==> src/rtl/s2p_frame_ctrl.sv <==
// Serial-to-parallel word assembler with start-of-frame resync, abort and a
// single-entry output holding register that flags dropped words.
module s2p_frame_ctrl #(
   parameter int DATA_WIDTH = 16
) (
   input  logic                        clk,
   input  logic                        resetn,
   input  logic                        din_valid,
   input  logic                        din,
   input  logic                        sof,
   input  logic                        abort,
   output logic [DATA_WIDTH-1:0]       dout,
   output logic                        dout_valid,
   input  logic                        dout_ready,
   output logic [$clog2(DATA_WIDTH):0] bit_count,
   output logic                        busy,
   output logic                        overflow,
   input  logic                        clear_ovf
);

   localparam int CW = $clog2(DATA_WIDTH) + 1;
   localparam logic [0:0] IDLE  = 1'b0;
   localparam logic [0:0] SHIFT = 1'b1;
   localparam logic [CW-1:0] LAST_BIT = CW'(DATA_WIDTH - 1);

   logic [0:0]            state, state_nxt;
   logic [DATA_WIDTH-1:0] sreg, sreg_nxt;
   logic [CW-1:0]         cnt_nxt;
   logic [DATA_WIDTH-1:0] word;
   logic                  offer, load, pop;

   assign word = {sreg[DATA_WIDTH-2:0], din};

   always_comb begin
      // NOTE: every output gets a default first so no path can infer a latch.
      state_nxt = state;
      sreg_nxt  = sreg;
      cnt_nxt   = bit_count;
      offer     = 1'b0;
      if (abort) begin
         state_nxt = IDLE;
         sreg_nxt  = '0;
         cnt_nxt   = '0;
      end else if (din_valid) begin
         if (sof) begin
            // A sof mid-word silently discards the partial word.
            state_nxt = SHIFT;
            sreg_nxt  = {{(DATA_WIDTH-1){1'b0}}, din};
            cnt_nxt   = CW'(1);
         end else if (state == SHIFT) begin
            sreg_nxt = word;
            if (bit_count == LAST_BIT) begin
               offer   = 1'b1;
               cnt_nxt = '0;
            end else begin
               cnt_nxt = bit_count + 1'b1;
            end
         end
      end
   end

   assign pop  = dout_valid && dout_ready;
   assign load = offer && (!dout_valid || dout_ready);

   // NOTE: sequential state uses non-blocking assignments only.
   always_ff @(posedge clk or negedge resetn) begin
      if (!resetn) begin
         state     <= IDLE;
         sreg      <= '0;
         bit_count <= '0;
         busy      <= 1'b0;
      end else begin
         state     <= state_nxt;
         sreg      <= sreg_nxt;
         bit_count <= cnt_nxt;
         busy      <= (state_nxt == SHIFT);
      end
   end

   // Holding register: a pop and a load in the same cycle keep dout_valid high.
   always_ff @(posedge clk or negedge resetn) begin
      if (!resetn) begin
         dout       <= '0;
         dout_valid <= 1'b0;
         overflow   <= 1'b0;
      end else begin
         if (load) begin
            dout       <= word;
            dout_valid <= 1'b1;
         end else if (pop) begin
            dout_valid <= 1'b0;
         end
         if (offer && !load)
            overflow <= 1'b1;
         else if (clear_ovf)
            overflow <= 1'b0;
      end
   end

endmodule
==> config.mk <==
export PLATFORM = sky130hd
export DESIGN_NAME = s2p_frame_ctrl
export DESIGN_NICKNAME = d
export VERILOG_FILES = /design/src/rtl/s2p_frame_ctrl.sv
export SDC_FILE = /design/constraint.sdc
export NUM_CORES = 1
export LEC_CHECK = 0
export BUFFER_PORTS_ARGS = -buffer_cell sky130_fd_sc_hd__buf_2
export CAP_MARGIN = 20
export CORE_ASPECT_RATIO = 1.25
export CORE_MARGIN = 4
export CORE_UTILIZATION = 45
export CTS_CLUSTER_DIAMETER = 100
export DETAILED_ROUTE_END_ITERATION = 10
export HOLD_SLACK_MARGIN = 0.06
export PLACE_DENSITY_LB_ADDON = 0.05
export SLEW_MARGIN = 30
export SYNTH_ARGS = -nofsm -noshare
export SYNTH_HDL_FRONTEND = slang
export SYNTH_SLANG_ARGS = --single-unit
export TNS_END_PERCENT = 10
==> constraint.sdc <==
create_clock -name clk -period 1.9 [get_ports clk]
set_input_delay 0 -clock clk [delete_from_list [all_inputs] [get_ports clk]]
set_output_delay 0 -clock clk [all_outputs]
set_load 0.03 [all_outputs]
==> summary.md <==
| Metric | Value |
|---|---|
| Status | finished clean |
| Die width | approximately 60 um |
| Core ar. | 3309 um^2 |
| CTS Buf Count | 5 |
| Vias in the first global route | 1050 |
| CP max FO | 9 |
| R2R cell count | 5 |
| Power consumption | 1.453 mW |
| Routability congestion estimate | around 0.84 |
| Crit path launch type | flip-flop |
| Vias/cell | 5.358 |
| Initial Util | 0.4786 |
| Syn_area_per_cell | around 15 um^2 |
| CTS tree | done |
| Initial antenna violation count | 0 |
| Commonest non-fill, non-tap cell in the layout | dfrtp_1 |
| CP Buf/Inv Count | 1 |
| Reg-to-reg slack, setup | around 130 ps |
| Post-synthesis sequential area ratio | 0.6161 |
| Drt wl/cell | 14.81 um |
| Worst-margin pin slew | roughly 830 ps |
| Placed inst area | 1764 um^2 |
| CP arrival | between 1500 and 2000 ps |
| CTS sink count | 39 |
| Final Hold Viols | 0 |
| Most frequent cells in the layout | dfrtp_1 (39), buf_2 (31), a22o_1 (16) |
| Total gr overflow | 0 |
| Slew Limit Fails | 0 |
| Critical Path Source | bit_count[0] |
| CP cell instances | ha_1 -> and4b_2 -> and3_1 -> buf_4 -> mux2_2 |
| RSZ-0062 raised after global routing | false |
| Worst Hold Class | input port to async pin |
| Share of cells above drive strength 1 | 0.4118 |
| Multi-input logic area | 554.3 um^2 |
| Register bit count reported by yosys | 39 |
| CP max stage delay | about 400 ps |
| GRT Total Usage | 0.1402 |
| Syn nets | around 120 |
| Antenna Cells | 0 |
| Tcrit/Tclk final | 0.9330 |
| CTS root buffer | clkbuf_8 |
| Post-Syn Area | about 1600 um^2 |
| I/O pin cnt | 32 |
| Final setup fails | 0 |
| Design Area, Final | approximately 1900 um^2 |
| Die ar. | between 4000 and 5000 um^2 |
| Tmin final | ~1800 ps |
| CTS Buffer Depth | 2 |
| Syn Inst Count | 106 |
| Register area | 975.9 um^2 |
| Hpwl dp | around 1.9 mm |
| PwrDens | between 700 and 800 nW/um^2 |
| CP Class | flip-flop to flip-flop |
| Worst r2r src | bit_count[0] |
| Cell variety after synth | 28 |
| Crit. End Element | flip-flop |
| Worst vdd ir | between 0.0004 and 0.0005 V |
| Clock latency on the worst-skew pair | between 200 and 300 ps |
| Layout Nets | 161 |
| Area growth syn-to-layout | 22.59% |
| Clk pin slew, worst setup/hold paths | about 70 ps |
| DR pass1 iterations | 4 |
| Overall routed net length | 2.813 mm |
| # DRC | 0 |
| MaxCap Viol Count | 0 |
| Cell depth of the worst setup path | 5 |
| Util after Layout | 0.5868 |
| Slowest CP cell | dfrtp_1 |
| 1st-iter DRT viols | 21 |
| Fin Setup TNS | 0 ps |
| Largest net degree at the start of global routing | 40 |
| First-pass GRT wire length | between 4 and 5 mm |
| Worst EP required | roughly 2100 ps |
| Via count | between 1000 and 1500 |
| Die Ht | about 74 um |
| Highest clock rate | 564.1 MHz |
| Slew HR | 0.4442 |
| Worst R2R End | dout[7] |
| H-tree depth | 2 |
| Synth Warn # | 0 |
| # fillers | between 200 and 300 |
| Routed Antenna Nets | 0 |
| Leakage power | 1.032 nW |
| Row cnt | 23 |
| Layout Skew | about 5.7 ps |
| PortBufs | 31 |
| Top cell family by delay on the critical path | simple AND/OR/NAND/NOR gates |
[worst max path at each step]
stage               slack (ps)       end
finish                     130   dout[7]
global route                 4   dout[7]
CTS                         50  overflow
detailed placement         130   dout[7]
global placement           190   dout[7]
floorplan                   30   dout[0]
[cell families (layout without fill, tap and decap cells)]
logic type | count (synthesis) | after routing | synth area share
adders and majority gates | 1 | 1 | 0.007898
muxes | 17 | 17 | 0.1438
and+or+nand+nor | 16 | 16 | 0.06162
AOI/OAI and AO/OA | 26 | 26 | 0.1319
buffers and inverters | 7 | 54 | 0.03870
DFF | 39 | 39 | 0.6161
[final cells by class]
class,count,share of cell area
well taps,37,0.02384
clock inverters,1,0.002577
repair buffers,45,0.1443
clock buffers,7,0.03930
flip-flops and latches,39,0.5026
multi-input cells,60,0.2854
inverters,1,0.001933
[synthesized netlist by cell type, drive strengths merged]
library cell  number  area share
nand2b             1      0.0040
and4b              1      0.0063
and3               2      0.0079
or3                1      0.0040
nand2              3      0.0071
o32ai              1      0.0055
nor2b              1      0.0040
or2                1      0.0040
dfrtp             39        0.62
nor4bb             1      0.0063
nor2               3      0.0071
a22oi              1      0.0047
a31oi              1      0.0040
a21oi              2      0.0063
ha                 1      0.0079
o2bb2ai            1      0.0055
nor4b              1      0.0055
or3b               1      0.0055
a22o              16       0.088
o21a               2      0.0095
o22ai              2      0.0079
mux2i              1      0.0063
buf                6       0.036
mux2              16        0.14
inv                1      0.0024
[report_power, final]
part           leakage [nW]  switching [mW]  total (mW)  internal [mW]
Combinational         0.447          0.0500      0.0825         0.0326
Clock                0.0422           0.272       0.530          0.258
Sequential            0.543         0.00530       0.840          0.835
Total                  1.03           0.328        1.45           1.12
[per-layer routing]
metal	routed length, um	global-route usage
met1	1289	0.1747
met2	1361	0.2294
met3	128	0.03125
met4	33	0.06265
met5	0	0
[per-stage QoR]
step / cells / hold slack [ps] / setup slack (ps)
detailed placement: 172 / 151.4 / 134.0
global route: 190 / 434.4 / 4.048
floorplan: 106 / -295.6 / 29.06
CTS: 188 / 386.7 / 47.01
finish: 190 / 348.9 / 127.4
global placement: 172 / 147.2 / 185.9
[flip-flops by register name, summed over array words and instances (netlist names)]
| register | flops |
|---|---|
| dout | 16 |
| sreg | 15 |
| bit_count | 5 |
| dout_valid | 1 |
| overflow | 1 |
| state | 1 |
[timing repair]
item,4_1_cts,5_1_grt
hold buffers,8,0
resized for setup,0,1
endpoints found under the hold margin,45,0
setup buffers,0,2
endpoints found under the setup margin,0,2
(Power assumes the default switching activity.)
